===== src/rtl/rgb_dark_win_if.sv =====
// Video bus for the dark/bright-channel extractor: raw RGB timing in, filtered
// value plus frame-wide maximum out.
interface rgb_dark_win_if #(
  parameter int DATA_W = 8
);
  logic                  i_mode;
  logic [3*DATA_W-1:0]   i_rgb;
  logic                  i_hsync;
  logic                  i_vsync;
  logic                  i_de;
  logic [DATA_W-1:0]     o_pix;
  logic                  o_hsync;
  logic                  o_vsync;
  logic                  o_de;
  logic [DATA_W-1:0]     o_frame_max;
  logic                  o_frame_max_vld;

  modport master (
    output i_mode, i_rgb, i_hsync, i_vsync, i_de,
    input  o_pix, o_hsync, o_vsync, o_de, o_frame_max, o_frame_max_vld
  );

  modport slave (
    input  i_mode, i_rgb, i_hsync, i_vsync, i_de,
    output o_pix, o_hsync, o_vsync, o_de, o_frame_max, o_frame_max_vld
  );
endinterface


===== src/rtl/rgb_dark_win.sv =====
// Per-pixel min/max of R,G,B followed by a centred horizontal min/max window
// over valid pixels only, plus a per-frame maximum of the filtered output.
module rgb_dark_win #(
  parameter int DATA_W = 8,
  parameter int WIN    = 3
) (
  input  logic           pixelclk,
  input  logic           reset,
  rgb_dark_win_if.slave  vid
);

  localparam int H = (WIN - 1) / 2;
  localparam int L = 3 + H;

  function automatic logic [DATA_W-1:0] pick(
    input logic              bright,
    input logic [DATA_W-1:0] a,
    input logic [DATA_W-1:0] b
  );
    if (bright) begin
      pick = (a > b) ? a : b;
    end else begin
      pick = (a < b) ? a : b;
    end
  endfunction

  logic                mode_r;
  logic                vs_prev_r;
  logic [DATA_W-1:0]   s1_rg_r;
  logic [DATA_W-1:0]   s1_b_r;
  logic                s1_de_r;
  // Entry 0 is the stage-2 per-pixel result; higher indices are older pixels.
  logic [DATA_W-1:0]   win_v_r   [0:WIN-1];
  logic                win_vld_r [0:WIN-1];
  // Sync delay line, bit order {hsync, vsync, de}.
  logic [2:0]          dly_r     [0:L-1];
  logic [DATA_W-1:0]   pix_r;
  logic [DATA_W-1:0]   run_max_r;
  logic [DATA_W-1:0]   frame_max_r;
  logic                frame_max_vld_r;

  logic [DATA_W-1:0]   acc_s;
  logic [DATA_W-1:0]   pix_next_s;
  logic                vs_rise_next_s;

  wire [DATA_W-1:0] r_s = vid.i_rgb[3*DATA_W-1 -: DATA_W];
  wire [DATA_W-1:0] g_s = vid.i_rgb[2*DATA_W-1 -: DATA_W];
  wire [DATA_W-1:0] b_s = vid.i_rgb[DATA_W-1   -: DATA_W];

  // Mode is captured only on the rising edge of input vsync.
  always_ff @(posedge pixelclk) begin
    if (reset) begin
      mode_r    <= 1'b0;
      vs_prev_r <= 1'b0;
    end else begin
      vs_prev_r <= vid.i_vsync;
      if (vid.i_vsync && !vs_prev_r) begin
        mode_r <= vid.i_mode;
      end else begin
        mode_r <= mode_r;
      end
    end
  end

  // Stages 1-2 and the window shift register; shifts through blanking too.
  always_ff @(posedge pixelclk) begin
    if (reset) begin
      s1_rg_r <= {DATA_W{1'b0}};
      s1_b_r  <= {DATA_W{1'b0}};
      s1_de_r <= 1'b0;
      for (int k = 0; k < WIN; k++) begin
        win_v_r[k]   <= {DATA_W{1'b0}};
        win_vld_r[k] <= 1'b0;
      end
    end else begin
      s1_rg_r      <= pick(mode_r, r_s, g_s);
      s1_b_r       <= b_s;
      s1_de_r      <= vid.i_de;
      win_v_r[0]   <= s1_de_r ? pick(mode_r, s1_rg_r, s1_b_r) : {DATA_W{1'b0}};
      win_vld_r[0] <= s1_de_r;
      for (int k = 1; k < WIN; k++) begin
        win_v_r[k]   <= win_v_r[k-1];
        win_vld_r[k] <= win_vld_r[k-1];
      end
    end
  end

  // Window reduction over valid taps; an invalid centre forces zero.
  always_comb begin
    acc_s = win_v_r[H];
    for (int i = 0; i < WIN; i++) begin
      acc_s = win_vld_r[i] ? pick(mode_r, acc_s, win_v_r[i]) : acc_s;
    end
    pix_next_s     = win_vld_r[H] ? acc_s : {DATA_W{1'b0}};
    vs_rise_next_s = dly_r[L-2][1] & ~dly_r[L-1][1];
  end

  // Sync delay line and registered pixel output.
  always_ff @(posedge pixelclk) begin
    if (reset) begin
      for (int k = 0; k < L; k++) begin
        dly_r[k] <= 3'b000;
      end
      pix_r <= {DATA_W{1'b0}};
    end else begin
      dly_r[0] <= {vid.i_hsync, vid.i_vsync, vid.i_de};
      for (int k = 1; k < L; k++) begin
        dly_r[k] <= dly_r[k-1];
      end
      pix_r <= pix_next_s;
    end
  end

  // Frame max: decided one cycle ahead so the pulse lands on the o_vsync rise
  // and includes the pixel presented in that same cycle.
  always_ff @(posedge pixelclk) begin
    if (reset) begin
      run_max_r       <= {DATA_W{1'b0}};
      frame_max_r     <= {DATA_W{1'b0}};
      frame_max_vld_r <= 1'b0;
    end else if (vs_rise_next_s) begin
      frame_max_r     <= pick(1'b1, run_max_r, pix_next_s);
      frame_max_vld_r <= 1'b1;
      run_max_r       <= {DATA_W{1'b0}};
    end else begin
      frame_max_r     <= frame_max_r;
      frame_max_vld_r <= 1'b0;
      run_max_r       <= pick(1'b1, run_max_r, pix_next_s);
    end
  end

  assign vid.o_pix           = pix_r;
  assign vid.o_hsync         = dly_r[L-1][2];
  assign vid.o_vsync         = dly_r[L-1][1];
  assign vid.o_de            = dly_r[L-1][0];
  assign vid.o_frame_max     = frame_max_r;
  assign vid.o_frame_max_vld = frame_max_vld_r;

endmodule


===== src/flat_wrapper.sv =====
// flat-port wrapper written by rule: the top's interface ports become plain ports
module rgb_dark_win_flat 
#(
  parameter int DATA_W = 8,
  parameter int WIN    = 3
)
  (pixelclk, reset, vid_i_mode, vid_i_rgb, vid_i_hsync, vid_i_vsync, vid_i_de, vid_o_pix, vid_o_hsync, vid_o_vsync, vid_o_de, vid_o_frame_max, vid_o_frame_max_vld);
  rgb_dark_win_if #(.DATA_W(DATA_W)) vid_i ();
  input  logic pixelclk;
  input  logic reset;
  input wire logic [$bits(vid_i.i_mode)-1:0] vid_i_mode;
  input wire logic [$bits(vid_i.i_rgb)-1:0] vid_i_rgb;
  input wire logic [$bits(vid_i.i_hsync)-1:0] vid_i_hsync;
  input wire logic [$bits(vid_i.i_vsync)-1:0] vid_i_vsync;
  input wire logic [$bits(vid_i.i_de)-1:0] vid_i_de;
  output wire logic [$bits(vid_i.o_pix)-1:0] vid_o_pix;
  output wire logic [$bits(vid_i.o_hsync)-1:0] vid_o_hsync;
  output wire logic [$bits(vid_i.o_vsync)-1:0] vid_o_vsync;
  output wire logic [$bits(vid_i.o_de)-1:0] vid_o_de;
  output wire logic [$bits(vid_i.o_frame_max)-1:0] vid_o_frame_max;
  output wire logic [$bits(vid_i.o_frame_max_vld)-1:0] vid_o_frame_max_vld;
  assign vid_i.i_mode = vid_i_mode;
  assign vid_i.i_rgb = vid_i_rgb;
  assign vid_i.i_hsync = vid_i_hsync;
  assign vid_i.i_vsync = vid_i_vsync;
  assign vid_i.i_de = vid_i_de;
  assign vid_o_pix = vid_i.o_pix;
  assign vid_o_hsync = vid_i.o_hsync;
  assign vid_o_vsync = vid_i.o_vsync;
  assign vid_o_de = vid_i.o_de;
  assign vid_o_frame_max = vid_i.o_frame_max;
  assign vid_o_frame_max_vld = vid_i.o_frame_max_vld;
  rgb_dark_win #(.DATA_W(DATA_W), .WIN(WIN)) u_core (.pixelclk(pixelclk), .reset(reset), .vid(vid_i));
endmodule

===== config.mk =====
export PLATFORM = sky130hd
export DESIGN_NAME = rgb_dark_win_flat
export DESIGN_NICKNAME = d
export VERILOG_FILES = /design/src/rtl/rgb_dark_win_if.sv /design/src/rtl/rgb_dark_win.sv /design/src/flat_wrapper.sv
export SDC_FILE = /design/constraint.sdc
export NUM_CORES = 1
export LEC_CHECK = 0
export ABC_CLOCK_PERIOD_IN_PS = 12100
export CORE_ASPECT_RATIO = 0.7
export CORE_MARGIN = 4
export CORE_UTILIZATION = 35
export DETAILED_ROUTE_END_ITERATION = 8
export GPL_ROUTABILITY_DRIVEN = 0
export SLEW_MARGIN = 40
export SYNTH_ARGS = -nofsm -noshare
export SYNTH_HDL_FRONTEND = slang
export SYNTH_SLANG_ARGS = --single-unit

===== constraint.sdc =====
create_clock -name pixelclk -period 12.1 [get_ports pixelclk]
set_input_delay 2.42 -clock pixelclk [delete_from_list [all_inputs] [get_ports pixelclk]]
set_output_delay 2.42 -clock pixelclk [all_outputs]
set_load 0.01 [all_outputs]

## Yosys cells after proc, flatten, opt, wreduce, memory -nomap -nowiden

Memory sizes are Yosys's and may differ from the RTL's.
Cells that the tools add are included.

- Multiplexer cells: 36
- $lt $le $gt $ge: 11
- Bitwise gates (word level): 12
- Reduce and logical (&&, ||, !) cells: 3

Operator list:

| cell | count |
|---|---|
| 2-to-1 mux 8 bit | 25 |
| > comparator 8 bit | 6 |
| less-than comparator 8 bit | 5 |
| 2-to-1 mux 3 bit | 4 |
| OR 1 bit | 10 |
| 2-to-1 mux 1 bit | 7 |
| OR reduction 2 bit | 1 |
| AND 1 bit | 1 |
| logical AND 1 bit | 1 |
| zero test 1 bit | 1 |
| NOT 1 bit | 1 |

- Memory bits (writable): 39
- Flip-flop bits (word level): 44
- Input port bits: 30
- Memories kept: 3
- Word-level logic and storage cells: 74

Memory list:

| name | words | bits a word | rd ports | clocked after Yosys merged registers in | wr ports | line | text |
|---|---|---|---|---|---|---|---|
| u_core.win_v_r | 3 | 8 | 3 | 0 | 3 | rgb_dark_win.sv:33 | `logic [DATA_W-1:0] win_v_r [0:WIN-1];` |
| u_core.dly_r | 4 | 3 | 4 | 0 | 4 | rgb_dark_win.sv:36 | `logic [2:0] dly_r [0:L-1];` |
| u_core.win_vld_r | 3 | 1 | 3 | 0 | 3 | rgb_dark_win.sv:34 | `logic win_vld_r [0:WIN-1];` |

## Depth between registers and ports, before layout

Gate-level depths: netlist of the first run.

- Word-level depth: 15
- Depth in mapped cells: 36
- Mapped depth without buffers: 32

## Worst setup path before layout of the first run

Ideal clock, no wire load.

- Path kind: flip-flop to flip-flop
- From: memory u_core.win_v_r[0][1]
- To: register u_core.frame_max_r[3], in the netlist u_core.vid.o_frame_max[3]
- Clock period less this slack: 7.091 ns
- Library setup time: 0.088 ns
- Cell stages (with the launch flop): 35
- Slack: 5.009 ns
- Data arrival time: 7.003 ns
- Cells stage by stage: dfxtp_1 > inv_1 > ha_1 > nor2b_1 > o211ai_2 > a21oi_1 > nand2b_1 > o211ai_2 > clkbuf_1 > o21ai_0 > ha_1 > nor2b_4 > o211ai_2 > a21oi_2 > or4_1 > a31oi_4 > mux2i_1 > ha_1 > nor2b_1 > o211ai_2 > a21oi_2 > o221ai_2 > buf_6 > a21oi_1 > mux2_4 > or3b_1 > ha_1 > nor2b_1 > o21a_1 > o21a_1 > o21ai_1 > a221oi_2 > clkbuf_1 > a32oi_1 > o31ai_1

RTL lines:

| element | line | text |
|---|---|---|
| from (decl) | rgb_dark_win.sv:33 |  |
| to (signal assigned) | rgb_dark_win.sv:119 | `frame_max_r <= {DATA_W{1'b0}};` |
| to (signal assigned) | rgb_dark_win.sv:122 | `frame_max_r <= pick(1'b1, run_max_r, pix_next_s);` |
| to (signal assigned) | rgb_dark_win.sv:126 | `frame_max_r <= frame_max_r;` |
| to (decl) | rgb_dark_win.sv:39 | `logic [DATA_W-1:0] frame_max_r;` |

==> results.cfg, run 1 <==
[routing]
drt-pass1-iter-count = 5
ant_nets = 0
avgRoutedWirePerCell_um = 15.4
drc = 0
vias = 3582
drt_wl_total_mm = 10.4
via_per_inst = 5.31
initialDrtViolationCount = 238

[pwr]
power_frac_seq_pct = 44.2
pwr_density_cell_nw_per_um2 = 118
ir_drop_uv = 62.3
p_clk_share_pct = 41.3
switchingPower_uw = 158
p_sw_share_pct = 25.8
intPower_uw = 454
p_comb_share_pct = 14.5
p_leak_nw = 2.04

[global_route]
grt_pass1_vias = 3284
grt_overflow = 0
antenna_found_initial = 0
grt_max_degree = 47
grt_first_pass_wirelength_mm = 16.8
grt_usage_pct = 14.8

[synthesis]
synth_xor_xnor_area_share_pct = 0
yosysTopAreaCellShare_pct = 36.6
synthesis.nets = 548
yosys.area.top_type = dfxtp_1
synth_top_family_by_area = compound AO/OA/AOI/OAI gates
synth_fa_ha_area_share_pct = 14.1
synth_edf_count = 0
synth_compound_gate_area_share_pct = 20.5
syn_area_per_cell_um2 = 9.07
yosys_register_bits = 78
yosysSeqAreaShare_pct = 36.6
netlist_area_um2 = 4260
synthArstFlopShare_pct = 0
ys_top_cells_by_area = dfxtp_1 (37%), ha_1 (14%), a21oi_1 (5.4%)
synth_cell_types = 45
synthCells = 470
yosys.area_share.simple_pct = 17.5
synth_warnings = 0
ys.flop_type = dfxtp_1
muxShareOfSynthArea_pct = 5.16

[worst_setup_path]
rrSetupSlack_ns = 4.03
startpoint_type = flip-flop
cp.required_ns = 12.30
critPathSlowestCell = a221oi_4
critPathMaxFanout = 18
end_kind = flip-flop
critical_path_class = reg -> reg
worst_path_largest_cell_delay_ns = 0.68
arrival_ns = 8.27

[timing]
fin_crit_ns = 8.07
tightest_slew_ns = 0.785
setup-violations-final = 0
max_slew_margin_pct = 47.3
fin_ws_ns = 4.03
slew_violations = 0
fmax_ghz = 0.124
finalSetupTns_ns = 0
clock_skew_ns = 0.00580
finalHoldViolCount = 0
rsz0062_at_grt = no
min_period_over_period_pct = 66.7

[floorplan]
die_y_um = 100
start_util_pct = 36.1
std_cell_rows = 33
pin_count = 50
die_x_um = 140
core_um2 = 11800
die_area_um2 = 14000

[cells_and_area]
finish.utilization_pct = 43.8
antenna_cells = 0
drive_above_1_share_pct = 7.92
fillCellCount = 1146
final_nets = 591
regArea_um2 = 1560
multi_input_area_um2 = 2460
fin_area_um2 = 5170
area_growth_pct = 21.4

[cts]
holdBufCountCts = 0
clockBufferDepth = 2
cts_tree = built
insertion_delay_ns = 0.33
cts_max_level = 3
cts_num_sinks = 78
cts_resized = 0
numCtsBuffers = 9
post_cts_buffers = 0
clock-root-buffer = clkbuf_16
clk_pin_slew_ns = 0.06

[placement]
numPortBuffers = 49
pre_cts_ws_ns = 4.09
placed_area_um2 = 4880
post-dp-hpwl_mm = 8.16

[run_status]
status = completed

[job]
drv_cap = 0

[worst_hold_path]
hold_path.class = reg -> reg
-- cell families after synthesis --
family          after synthesis
mux                          18
buf+inv                      63
flops                        78
fa+ha+maj                    48
simple gates                135
compound gates              128
-- registers in the layout, indices dropped and copies added, names as in the netlist, 8 cells and up --
signal	flops
u_core.dly_r	12
u_core.run_max_r	8
u_core.s1_b_r	8
u_core.s1_rg_r	8
u_core.vid.o_frame_max	8
u_core.vid.o_pix	8
u_core.win_v_r	24
-- area by class of cell --
type                    count  share of cell area (%)
well taps                 157                    3.80
flip-flops and latches     78                    30.2
multi-input cells         329                    47.5
inverters                  44                    3.19
clock inverters             4                   0.580
repair buffers             51                    9.77
clock buffers              12                    4.96
-- metal layers --
metal	part of all wire (%)	track usage [%]
met3	5.8	3.86
met2	43	22.0
met4	0.44	2.23
met1	51	22.1
met5	0	0
-- power groups by stage --
stage | sequential (mW) | combinational, mW | clock, mW
finish | 0.270 | 0.0885 | 0.253
global route | 0.271 | 0.0978 | 0.274
global placement | 0.276 | 0.0838 | 0
detailed placement | 0.276 | 0.0873 | 0
CTS | 0.270 | 0.0877 | 0.260
floorplan | 0.273 | 0.0629 | 0
-- critical path: cells and delay by family, from the launching register on --
kind                     cells  cell delay [ns]
multiplexers                 2             0.57
AO/OA/AOI/OAI               16             3.66
buffers and inverters        1             0.10
flip-flops                   1             0.34
AND/OR/NAND/NOR              8             2.04
adder cells (fa/ha/maj)      4             1.22
-- path summary, 6_finish.rpt --
check,startpoint,end,cells after the start
hold / removal,u_core.dly_r[1][2],u_core.dly_r[2][2],1
setup / recovery,u_core.win_v_r[0][1],u_core.vid.o_frame_max[7],31
setup reg to reg,u_core.win_v_r[0][1],u_core.vid.o_frame_max[7],31
hold reg to reg,u_core.dly_r[1][2],u_core.dly_r[2][2],1
-- placed cells by master (no fill, tap or decap), types with 4 or more instances in the layout --
master / count
mux2_4: 8
mux2i_1: 10
o211ai_2: 4
nand4_1: 10
dfxtp_1: 78
clkdlybuf4s50_1: 49
or3b_1: 7
a21oi_1: 46
a32oi_1: 8
a21o_1: 7
nor2b_1: 26
nand3_1: 26
nor3_1: 10
ha_1: 48
o31ai_1: 15
nor2_1: 26
clkbuf_16: 9
nand2b_1: 5
o21a_1: 5
inv_1: 44
nand2_1: 12
o21ai_1: 4
o21ai_0: 24
-- synthesized netlist by cell type, types with 2 or more instances --
cell      instances
dfxtp_1          78
ha_1             48
a21oi_1          46
inv_1            44
nand3_1          26
nor2_1           26
nor2b_1          26
o21ai_0          24
clkbuf_1         16
o31ai_1          15
nand2_1          12
nor3_1           11
mux2i_1          10
nand4_1          10
a32oi_1           8
mux2_4            8
a21o_1            7
or3b_1            7
nand2b_1          5
o21a_1            5
o211ai_2          4
o21ai_1           4
buf_6             3
a21oi_2           2
nand3b_1          2
o221a_2           2
o221ai_1          2
or3_1             2
-- metrics by stage --
step	std cells	power, mW	hold slack [ns]
6_report	675	0.612	0.434
5_1_grt	675	0.643	0.460
4_1_cts	675	0.618	0.437
3_5_place_dp	659	0.363	0.424
3_3_place_gp	659	0.360	0.416
2_1_floorplan	470	0.336	0.414
Note: power is estimated with default switching activity, not from simulation.
==> inputs of run 2 (changes only) <==
--- a/config.mk
+++ b/config.mk
@@ -5,7 +5,7 @@
 export SDC_FILE = /design/constraint.sdc
 export NUM_CORES = 1
 export LEC_CHECK = 0
-export ABC_CLOCK_PERIOD_IN_PS = 12100
+export ABC_CLOCK_PERIOD_IN_PS = 6600
 export CORE_ASPECT_RATIO = 0.7
 export CORE_MARGIN = 4
 export CORE_UTILIZATION = 35
==> constraint.sdc (replaced) <==
create_clock -name pixelclk -period 6.6 [get_ports pixelclk]
set_input_delay 1.32 -clock pixelclk [delete_from_list [all_inputs] [get_ports pixelclk]]
set_output_delay 1.32 -clock pixelclk [all_outputs]
set_load 0.01 [all_outputs]
==> run 2 against run 1 <==
The flow now finishes with violations (negative setup slack). Utilization grew 7.7 points. Flip-flop and latch count unchanged. Clock skew is 0.00075 ns lower. First-iteration DRC count increased by 2.5%. Critical path type unchanged. Largest cell class unchanged. Largest power group unchanged. Highest routed layer unchanged.
==> results.cfg, run 2 (same netlist as run 1, synthesis figures left out) <==
[cts]
cts_tree = built
numCtsBuffers = 9
clock-root-buffer = clkbuf_16
clockBufferDepth = 2
insertion_delay_ns = 0.33
cts_num_sinks = 78
holdBufCountCts = 0
cts_max_level = 3
clk_pin_slew_ns = 0.06

[global_route]
grt_first_pass_wirelength_mm = 19.2
grt_pass1_vias = 3757
grt_max_degree = 47
grt_overflow = 0
antenna_found_initial = 0
grt_usage_pct = 17.1

[floorplan]
std_cell_rows = 33
core_um2 = 11800
pin_count = 50
die_y_um = 100
die_x_um = 140
start_util_pct = 36.1
die_area_um2 = 14000

[cells_and_area]
most-common-layout-cells = dfxtp_1 (73), buf_4 (56), clkdlybuf4s50_1 (49)
largest-register = u_core.win_v_r
finalNonFillerCells = 737
fin_area_um2 = 6080
final_nets = 654
drive_above_1_share_pct = 27.6
top_regs = u_core.win_v_r x24, u_core.dly_r x12
largest_register_ffs = 24
fillCellCount = 1080
area_growth_pct = 42.7
final_common_cell = dfxtp_1
antenna_cells = 0

[worst_hold_path]
hold_path.class = reg -> reg

[run_status]
violations = negative setup slack
status = finished with violations

[timing]
setup-violations-final = 16
min_period_over_period_pct = 101
fin_ws_ns = -0.0725
clock_skew_ns = 0.00505
fmax_ghz = 0.150
rsz0062_at_grt = yes
fin_crit_ns = 6.67
max_slew_margin_pct = 43.6
hold_ws_ns = 0.441
slew_violations = 0
tightest_slew_ns = 0.840
finalHoldViolCount = 0
finalSetupTns_ns = -0.636

[worst_setup_path]
arrival_ns = 6.91
critPathMaxFanout = 8
startpoint_type = flip-flop
cp.required_ns = 6.84
critical_path_class = reg -> reg
worst_path_largest_cell_delay_ns = 0.50
end_kind = flip-flop
critPathSlowestCell = or4_4

[routing]
drt_wl_total_mm = 12.2
drt-pass1-iter-count = 5
via_per_inst = 5.32
vias = 3923
initialDrtViolationCount = 244
ant_nets = 0
avgRoutedWirePerCell_um = 16.6
drc = 0

[pwr]
p_leak_nw = 2.51
p_total_mw = 1.19
pwr_density_cell_nw_per_um2 = 196
ir_drop_uv = 109

[placement]
dp_cells = 713
post-dp-hpwl_mm = 9.09
numPortBuffers = 49
placed_area_um2 = 5390

[job]
drv_cap = 0
==> run 2: cell count changes in the layout (fill, tap and decap cells not counted), sizes merged <==
cell and delta:
buf +62, bufinv +1, clkbuf -3, clkinv +1, o211ai +1
==> run 2: per-layer routing <==
metal | track usage, % | share of wire [%] | wire (um) | up-vias
li1 | - | - | - | 1905
met1 | 25.2 | 49 | 6050 | 1876
met2 | 25.0 | 43 | 5290 | 128
met3 | 4.57 | 6.4 | 783 | 14
met4 | 3.87 | 0.94 | 115 | 0
met5 | 0 | 0 | 0 | -
==> run 2: path summary, 6_finish.rpt <==
kind	depth (start not counted)	start	to	slack [ns]
min	1	u_core.dly_r[1][2]	u_core.dly_r[2][2]	0.44
max	36	u_core.win_v_r[0][1]	u_core.vid.o_frame_max[2]	-0.07
min reg2reg	1	u_core.dly_r[1][2]	u_core.dly_r[2][2]	0.44
max reg2reg	36	u_core.win_v_r[0][1]	u_core.vid.o_frame_max[2]	-0.07
==> run 2: layout make-up <==
type / instances / area [um2] / share of cell area, %
Tap cell: 157 / 196 / 3.23
Timing Repair Buffer: 113 / 1030 / 17.0
Sequential cell: 78 / 1570 / 25.8
Clock buffer: 9 / 225 / 3.70
Clock inverter: 6 / 61.3 / 1.01
Inverter: 44 / 165 / 2.71
Multi-Input combinational cell: 330 / 2830 / 46.6
==> run 2: where the power goes <==
| group | internal [mW] | total [mW] | leakage [nW] | switching (mW) |
|---|---|---|---|---|
| clock | 0.290 | 0.483 | 0.141 | 0.193 |
| combinational | 0.102 | 0.212 | 1.73 | 0.110 |
| sequential | 0.485 | 0.496 | 0.637 | 0.0113 |
| total | 0.876 | 1.19 | 2.51 | 0.315 |
==> run 2: critical path, delay by kind of cell (launching register included) <==
family	cells	cell delay [ns]
compound gates	15	2.61
buf+inv	6	0.80
mux	1	0.20
simple gates	10	1.58
fa+ha+maj	4	1.03
flops	1	0.35
==> run 2: what timing repair did <==
item | CTS | global route
setup buffers | 5 | 2
setup endpoints to repair | 16 | 16
cloned | 2 | 0
gates resized for setup | 17 | 39
pin swaps | 10 | 23
==> run 2: through the flow <==
step / util (%) / setup slack [ns]
after floorplan: - / -0.0843
after global placement: 45.7 / -0.131
after detailed placement: 45.7 / -0.284
after CTS: 49.3 / 0.00208
after global routing: 51.5 / -0.417
final: 51.5 / -0.0725
==> inputs of run 3 (changes only) <==
==> constraint.sdc (replaced) <==
create_clock -name pixelclk -period 6.6 [get_ports pixelclk]
set_input_delay 0.99 -clock pixelclk [delete_from_list [all_inputs] [get_ports pixelclk]]
set_output_delay 0.99 -clock pixelclk [all_outputs]
set_load 0.01 [all_outputs]
==> results of run 3 <==
No change in the layout: final DEF, timing and power equal those of run 2.
